File: src/rtl/dma_copy_engine_pkg.sv
// dma_copy_engine_pkg
//   Shared definitions for the word-copy DMA engine.
//   - dma_state_e : 3-bit FSM state encoding, also used for debug visibility
//                   by the control block and the port-mux wrapper.
package dma_copy_engine_pkg;

    typedef enum logic [2:0] {
        DMA_STATE_IDLE    = 3'd0,
        DMA_STATE_RD      = 3'd1,
        DMA_STATE_RD_DATA = 3'd2,
        DMA_STATE_WR      = 3'd3,
        DMA_STATE_DONE    = 3'd4
    } dma_state_e;

endpackage

File: src/rtl/dma_copy_engine.sv
// dma_copy_engine
//   Word-copy DMA. Moves cmd_len 32-bit words from cmd_src to cmd_dst through
//   the shared single-port SRAM, one read then one write per word. The CPU has
//   priority on the port: whenever mem_busy is high the engine leaves the port
//   alone and waits in place.
//
// Ports
//   clk        : single clock
//   reset      : synchronous, active-low
//   cmd_*      : copy command (valid/ready, source, destination, word count)
//   mem_busy   : CPU owns the SRAM port this cycle
//   sram_DO    : SRAM read data, one cycle after the read strobe
//   sram_ADDR/sram_DI/sram_EN/sram_WE : DMA side of the SRAM port
//   dma_own    : selects the DMA side at the external port mux
//   busy       : copy in progress
//   done       : one-cycle pulse when a copy completes
//
// State table
//   state             | meaning
//   DMA_STATE_IDLE    | waiting for a command, cmd_ready high
//   DMA_STATE_RD      | issue read of src (waits while mem_busy)
//   DMA_STATE_RD_DATA | capture sram_DO into the data register
//   DMA_STATE_WR      | issue write of data to dst (waits while mem_busy)
//   DMA_STATE_DONE    | one-cycle completion pulse
module dma_copy_engine
    import dma_copy_engine_pkg::*;
#(
    parameter int ADDR_W = 16,
    parameter int DATA_W = 32,
    parameter int LEN_W  = 32
) (
    input  logic              clk,
    input  logic              reset,
    input  logic              cmd_valid,
    output logic              cmd_ready,
    input  logic [ADDR_W-1:0] cmd_src,
    input  logic [ADDR_W-1:0] cmd_dst,
    input  logic [LEN_W-1:0]  cmd_len,
    input  logic              mem_busy,
    input  logic [DATA_W-1:0] sram_DO,
    output logic [ADDR_W-1:0] sram_ADDR,
    output logic [DATA_W-1:0] sram_DI,
    output logic              sram_EN,
    output logic              sram_WE,
    output logic              dma_own,
    output logic              busy,
    output logic              done
);

    dma_state_e        state;
    logic [ADDR_W-1:0] src;
    logic [ADDR_W-1:0] dst;
    logic [LEN_W-1:0]  len;
    logic [DATA_W-1:0] data;

    logic drive_rd;
    logic drive_wr;

    // len counts down the words still to write; the terminal compare against 1
    // happens on the write that consumes the last word, so len never reaches 0
    // inside WR.
    always_ff @(posedge clk) begin
        if (!reset) begin
            state <= DMA_STATE_IDLE;
            src   <= '0;
            dst   <= '0;
            len   <= '0;
            data  <= '0;
        end else begin
            case (state)
                DMA_STATE_IDLE: begin
                    if (cmd_valid) begin
                        src   <= cmd_src;
                        dst   <= cmd_dst;
                        len   <= cmd_len;
                        state <= (cmd_len == '0) ? DMA_STATE_DONE : DMA_STATE_RD;
                    end
                end
                DMA_STATE_RD: begin
                    if (!mem_busy) begin
                        state <= DMA_STATE_RD_DATA;
                    end
                end
                DMA_STATE_RD_DATA: begin
                    // Read was already issued; mem_busy cannot retract it.
                    data  <= sram_DO;
                    state <= DMA_STATE_WR;
                end
                DMA_STATE_WR: begin
                    if (!mem_busy) begin
                        src   <= src + ADDR_W'(1);
                        dst   <= dst + ADDR_W'(1);
                        len   <= len - LEN_W'(1);
                        state <= (len == LEN_W'(1)) ? DMA_STATE_DONE : DMA_STATE_RD;
                    end
                end
                DMA_STATE_DONE: begin
                    state <= DMA_STATE_IDLE;
                end
                default: begin
                    state <= DMA_STATE_IDLE;
                end
            endcase
        end
    end

    // Port outputs follow state and mem_busy directly so the engine can never
    // collide with a CPU access in the same cycle.
    assign drive_rd = (state == DMA_STATE_RD) && !mem_busy;
    assign drive_wr = (state == DMA_STATE_WR) && !mem_busy;

    assign sram_EN   = drive_rd | drive_wr;
    assign sram_WE   = drive_wr;
    assign sram_ADDR = drive_rd ? src : (drive_wr ? dst : '0);
    assign sram_DI   = drive_wr ? data : '0;
    assign dma_own   = drive_rd | drive_wr;

    assign busy      = (state != DMA_STATE_IDLE);
    assign done      = (state == DMA_STATE_DONE);
    assign cmd_ready = (state == DMA_STATE_IDLE) & reset;

endmodule
File: config.mk
export PLATFORM = sky130hd
export DESIGN_NAME = dma_copy_engine
export DESIGN_NICKNAME = d
export VERILOG_FILES = /design/src/rtl/dma_copy_engine_pkg.sv /design/src/rtl/dma_copy_engine.sv
export SDC_FILE = /design/constraint.sdc
export NUM_CORES = 1
export LEC_CHECK = 0
export ABC_AREA = 1
export CORE_UTILIZATION = 43
export DETAILED_ROUTE_END_ITERATION = 10
export GPL_TIMING_DRIVEN = 0
export PLACE_DENSITY = 0.74
export REMOVE_ABC_BUFFERS = 1
export SYNTH_ARGS = -nofsm -noshare
export SYNTH_HDL_FRONTEND = slang
export SYNTH_SLANG_ARGS = --single-unit
File: constraint.sdc
create_clock -name clk -period 1.68 [get_ports clk]
set_input_delay 0.504 -clock clk [delete_from_list [all_inputs] [get_ports clk]]
set_output_delay 0.504 -clock clk [all_outputs]
set_load 0.05 [all_outputs]
Word level (Yosys, flattened, before mapping)

Cells that the tools add are included.

Word-level logic and storage cells: 45
Output and inout port bits: 54
Register bits after elaboration: 99
Input port bits: 100

Equal/unequal tests: 8
Multiplexer cells: 18
Add/subtract/negate cells: 3
Reductions and logical operators: 9
Bitwise gates (word level): 2

Operators by type and width:

| kind                  | count |
|---|---|
| $mux 16               | 6 |
| $mux 32               | 3 |
| $pmux 16 s2           | 2 |
| $pmux 32 s2           | 1 |
| $add 16x1->16 const B | 2 |
| $eq 32x1->1 const B   | 1 |
| $logic_not 32->1      | 1 |
| $sub 32x1->32 const B | 1 |
| $mux 3                | 5 |
| $pmux 3 s4            | 1 |
| $eq 3x2->1 const B    | 2 |
| $ne 2x2->1 const B    | 3 |
| $reduce_and 3->1      | 2 |
| $eq 3x1->1 const B    | 1 |
| $eq 3x3->1 const B    | 1 |
| $logic_not 3->1       | 1 |
| $reduce_bool 3->1     | 1 |
| $logic_and 1x1->1     | 2 |
| $reduce_bool 2->1     | 1 |
| $and 1x1->1           | 1 |
| $logic_not 1->1       | 1 |
| $or 1x1->1            | 1 |

Longest topological paths before layout

Gate-level depths: netlist of run 1.

Depth in word-level cells: 4
Mapped depth: 11
Gate-level depth less buffers: 11

Worst setup path after synthesis of run 1

OpenSTA, ideal clock, no wires.

Path kind: register to output
Start point: register state[0]
End point: output sram_ADDR[6]
Cell stages (with the launch flop): 6
Arrival time: 2.633 ns
Buffers on the path: 1
Data required time: 1.176 ns
Setup slack: -1.457 ns
Path through: dfxtp_1 nand3_2 nor2_1 inv_2 buf_2 o21ai_0

Cells in the longest elaborated chain, start to end: 4
Elaborated cells between the ends (all ways): 6
Those cells by class: eq/ne (2); mux (2); reduce/logical (2)

Ends and longest elaborated chain:

| item                   | line                   | text |
|---|---|---|
| from (decl)            | dma_copy_engine.sv:50  | `dma_state_e state;` |
| from (signal assigned) | dma_copy_engine.sv:76  | `state <= (cmd_len == '0) ? DMA_STATE_DONE : DMA_STATE_RD;` |
| from (signal assigned) | dma_copy_engine.sv:94  | `state <= (len == LEN_W'(1)) ? DMA_STATE_DONE : DMA_STATE_RD;` |
| $eq 3x2->1             | dma_copy_engine.sv:110 | `assign drive_wr = (state == DMA_STATE_WR) && !mem_busy;` |
| $logic_and 1x1->1      | dma_copy_engine.sv:110 |  |
| net sram_WE            | dma_copy_engine.sv:44  | `output logic sram_WE,` |
| $mux 16 (2 in series)  | dma_copy_engine.sv:114 | `assign sram_ADDR = drive_rd ? src : (drive_wr ? dst : '0);` |
| to (decl)              | dma_copy_engine.sv:41  | `output logic [ADDR_W-1:0] sram_ADDR,` |

The timed path passes the listed nets, and every way through them passes these cells.

Worst setup path after layout of run 1

Start point: register state[2]
End point: output sram_ADDR[7]

Cells in the longest elaborated chain, start to end: 4
Elaborated cells between the ends (all ways): 6
Those cells by class: eq/ne (2); mux (2); reduce/logical (2)

Ends and longest elaborated chain:

| item              | line |
|---|---|
| $eq 3x2->1        | dma_copy_engine.sv:110 |
| $logic_and 1x1->1 | dma_copy_engine.sv:110 |
| $mux 16           | dma_copy_engine.sv:114 |
| $mux 16 (*)       | dma_copy_engine.sv:114 |

Every way passes the cells marked *; elsewhere a longest branch is shown, timed or not.

==> impl_metrics.py, run 1 <==
metrics = {
    "floorplanning": {
        "die_w_um": 122,
        "die_area_sq_um": 14800,
        "die_y_um": 122,
        "start_util": 0.441,
        "rows": 43,
        "io_pins": 154,
        "coreArea_sq_um": 13900,
    },
    "cells_and_area": {
        "multi_input_area_sq_um": 3870,
        "antennaDiodeCount": 0,
        "synthToLayoutAreaGrowth_pct": 44.4,
        "fin_nets": 1278,
        "num-fill-cells": 1251,
        "drive_gt1_frac": 0.148,
        "finish.utilization": 0.637,
        "layout.cells.non_filler": 1359,
        "seq_area_sq_um": 1990,
    },
    "synth": {
        "synth_warnings": 0,
        "synth_top_family_by_area": "simple AND/OR/NAND/NOR gates",
        "syn_area_per_cell_sq_um": 5.98,
        "synth_xor_area_frac": 0.0128,
        "synth_seq_cells": 99,
        "synth.largest_area_cell": "dfxtp_1",
        "seq_area_frac_synth": 0.322,
        "ys_types": 37,
        "synthSimpleGateAreaFrac": 0.344,
        "synthTopCellsByCount": "227 x nand2_1, 201 x nor2_1, 104 x inv_1, 99 x dfxtp_1, 96 x a21oi_1",
        "synth.mux.area_fraction": 0,
        "synth_compound_area_frac": 0.201,
        "synth_edf_count": 0,
        "async_flop_share": 0,
        "synth_most_common_cell": "nand2_1",
        "synth_top_flop_cell": "dfxtp_1",
        "yosysTopAreaCellShare": 0.322,
        "synthAdderAreaFrac": 0.00814,
        "synthTopCellsByArea": "dfxtp_1 32%, nand2_1 14%, nor2_1 12%, a21oi_1 7.8%, inv_1 6.4%",
        "synthCells": 1028,
        "synth_area_sq_um": 6150,
    },
    "timing": {
        "period_share": 1.27,
        "maxSlewViolCount": 0,
        "finalSetupViolations": 121,
        "tightest_slew_ps": 681,
        "relSlewSlack": 0.546,
        "period_needed_ps": 2130,
        "clock_skew_ps": 8.40,
        "rsz0062_at_grt": "true",
        "fin_ws_ps": -450,
        "hold_violations": 0,
        "fmax_mhz": 469,
    },
    "critical_path": {
        "worstPathArrival_ps": 1630,
        "critPathBufInv": 4,
        "crit_type": "flip-flop to output port",
        "path_cells": "inv_4 > nand3_4 > nor2_4 > buf_12 > buf_6 > a32o_2 > buf_8",
        "crit_family": "buffers and inverters",
        "rr_worst_depth": 11,
        "max_stage_delay_ps": 390,
        "crit_required_ps": 1180,
        "crit_slowest_cell": "dfxtp_4",
        "r2r_start": "state[2]",
        "worst_r2r_endpoint": "len[16]",
        "crit_path_start_kind": "flip-flop",
        "r2r_slack_ps": -370,
        "cp_max_fo": 4,
        "crit_path_end_kind": "output port",
    },
    "cts": {
        "clock-root-buffer": "clkbuf_16",
        "ctsHoldBuffers": 0,
        "cts.sinks": 99,
        "tritoncts": "yes",
        "numCtsBuffers": 9,
        "cts_buffer_depth": 2,
        "clkTransAtPathRegs_ps": 70,
        "clk-insertion-delay-late_ps": 360,
        "htree_levels": 3,
    },
    "place": {
        "globalplace.congestion": 0.916,
        "dp.cells": 1310,
        "port_buffers": 153,
        "post-dp-hpwl_mm": 12.3,
    },
    "detailed_routing": {
        "vias_per_cell": 5.54,
        "firstDrtPassIters": 7,
        "vias": 7535,
        "remaining_drc_errors": 0,
        "wl_mm": 22.7,
        "final_antenna_net_count": 0,
        "drtIter0Drc": 591,
        "wire_per_inst_um": 16.7,
    },
    "status": {
        "outcome": "complete, but fails checks",
        "violations": "negative setup slack",
    },
    "power": {
        "power.density_nw_per_um2": 1450,
        "vdd_drop_max_uv": 762,
        "leakage_nw": 3.47,
    },
    "global_routing": {
        "antenna_found_initial": 0,
        "grt_first_pass_wirelength_mm": 34.6,
        "grt_max_degree": 66,
        "grt_remaining_overflow": 0,
        "track_usage": 0.304,
        "grt_pass1_vias": 6752,
    },
    "worst_hold_path": {
        "holdPathEnd": "data[21]",
        "hp-start": "data[21]",
        "hold_depth": 2,
        "hp-class": "flip-flop to flip-flop",
    },
    "job": {
        "max-cap-violations": 0,
    },
}
## metrics by stage
step	cell area, sq um	hold slack (ps)	setup WS [ps]	TNS, ps	power (W)
4_1_cts	8600	453	-439	-28660	0.0124
3_5_place_dp	7670	444	-2400	-233410	0.00887
6_report	8870	453	-450	-31860	0.0129
3_3_place_gp	7640	440	-4130	-369150	0.00857
5_1_grt	8870	474	-498	-40480	0.0137
2_1_floorplan	5880	429	-2420	-213960	0.00733
## area by class of cell
class | instances | share of cell area
Tap cell | 180 | 0.0254
Timing Repair Buffer | 176 | 0.219
Multi-Input combinational cell | 772 | 0.436
Clock buffer | 13 | 0.0293
Timing Repair inverter | 4 | 0.00592
Inverter | 112 | 0.0546
Clock inverter | 3 | 0.00522
Sequential cell | 99 | 0.225
## routing by layer
layer  up-vias  wire (um)  part of all wire  track usage
li1       3620          -                 -            -
met1      3385       9130              0.40        0.387
met2       442      10100              0.45        0.468
met3        88       2480              0.11       0.0702
met4         0       1010             0.044        0.178
met5         -          0                 0            0
## worst max-delay path by stage
stage / startpoint / endpoint / slack [ps] / cells after the start
2_1_floorplan: state[0] / sram_ADDR[6] / -2420 / 4
3_3_place_gp: reset / cmd_ready / -4130 / 4
3_5_place_dp: state[0] / sram_ADDR[6] / -2400 / 5
4_1_cts: state[2] / sram_ADDR[8] / -440 / 7
5_1_grt: state[1] / sram_ADDR[9] / -500 / 7
6_report: state[2] / sram_ADDR[7] / -450 / 7
## kinds of logic (layout without fill, tap and decap cells)
| group | Yosys count | after routing |
|---|---|---|
| buffers and inverters | 164 | 308 |
| flip-flops | 99 | 99 |
| XOR/XNOR | 9 | 9 |
| AO/OA/AOI/OAI | 232 | 232 |
| adder cells (fa/ha/maj) | 4 | 4 |
| AND/OR/NAND/NOR | 520 | 527 |
## repair_timing
action                     CTS  global route
resized for setup          423            63
setup buffers               16             4
setup endpoints to repair  123           125
cloned                      13             0
pin swaps                    5             3
## worst reg2reg max path: stages, from the launching register on
cell     delay (ps)
dfxtp_4         390
inv_4            50
nand3_4         100
buf_4           130
inv_4            50
buf_16          170
nand2_4         190
nand3_4         230
buf_12          220
nor2_1          150
o21ai_0         150
a21oi_1         160
## cell usage in the layout (no fill, tap or decap), drive strengths merged, types with 2 or more instances in the layout
cell type      count
or2                4
and2               2
o211ai             4
bufbuf             2
clkinv             4
nand3             61
nor2             206
a31oi              7
o211a              2
xor2               4
dfxtp             99
buf               76
o22ai             15
o21ai            102
a21oi             96
inv              113
nor3              14
clkdlybuf4s50     97
ha                 4
clkbuf            13
nand4              8
a211oi             3
xnor2              5
nand2            231
## power by group
group | internal [W] | switching [W] | total (W)
sequential | 0.00307 | 0.000679 | 0.00375
combinational | 0.00241 | 0.00453 | 0.00694
clock | 0.00124 | 0.000962 | 0.00220
## sequential cells by signal, indices dropped and copies added, names as in the netlist
signal	flops
len	32
src	16
state	3
dst	16
data	32
No activity file was read; power rests on OpenSTA's default activity.
==> inputs of run 2 (changes only) <==
--- a/config.mk
+++ b/config.mk
@@ -7,8 +7,10 @@
 export LEC_CHECK = 0
 export ABC_AREA = 1
 export CORE_UTILIZATION = 43
+export CTS_CLUSTER_DIAMETER = 60
 export DETAILED_ROUTE_END_ITERATION = 10
 export GPL_TIMING_DRIVEN = 0
+export HOLD_SLACK_MARGIN = 0.15
 export PLACE_DENSITY = 0.74
 export REMOVE_ABC_BUFFERS = 1
 export SYNTH_ARGS = -nofsm -noshare
==> results of run 2 <==
No change in the layout: final DEF, timing and power equal those of run 1.
==> inputs of run 3 (changes only) <==
--- a/config.mk
+++ b/config.mk
@@ -6,6 +6,7 @@
 export NUM_CORES = 1
 export LEC_CHECK = 0
 export ABC_AREA = 1
+export CAP_MARGIN = 25
 export CORE_UTILIZATION = 43
 export CTS_CLUSTER_DIAMETER = 60
 export DETAILED_ROUTE_END_ITERATION = 10
==> results of run 3 <==
No change in the layout: final DEF, timing and power equal those of run 1.
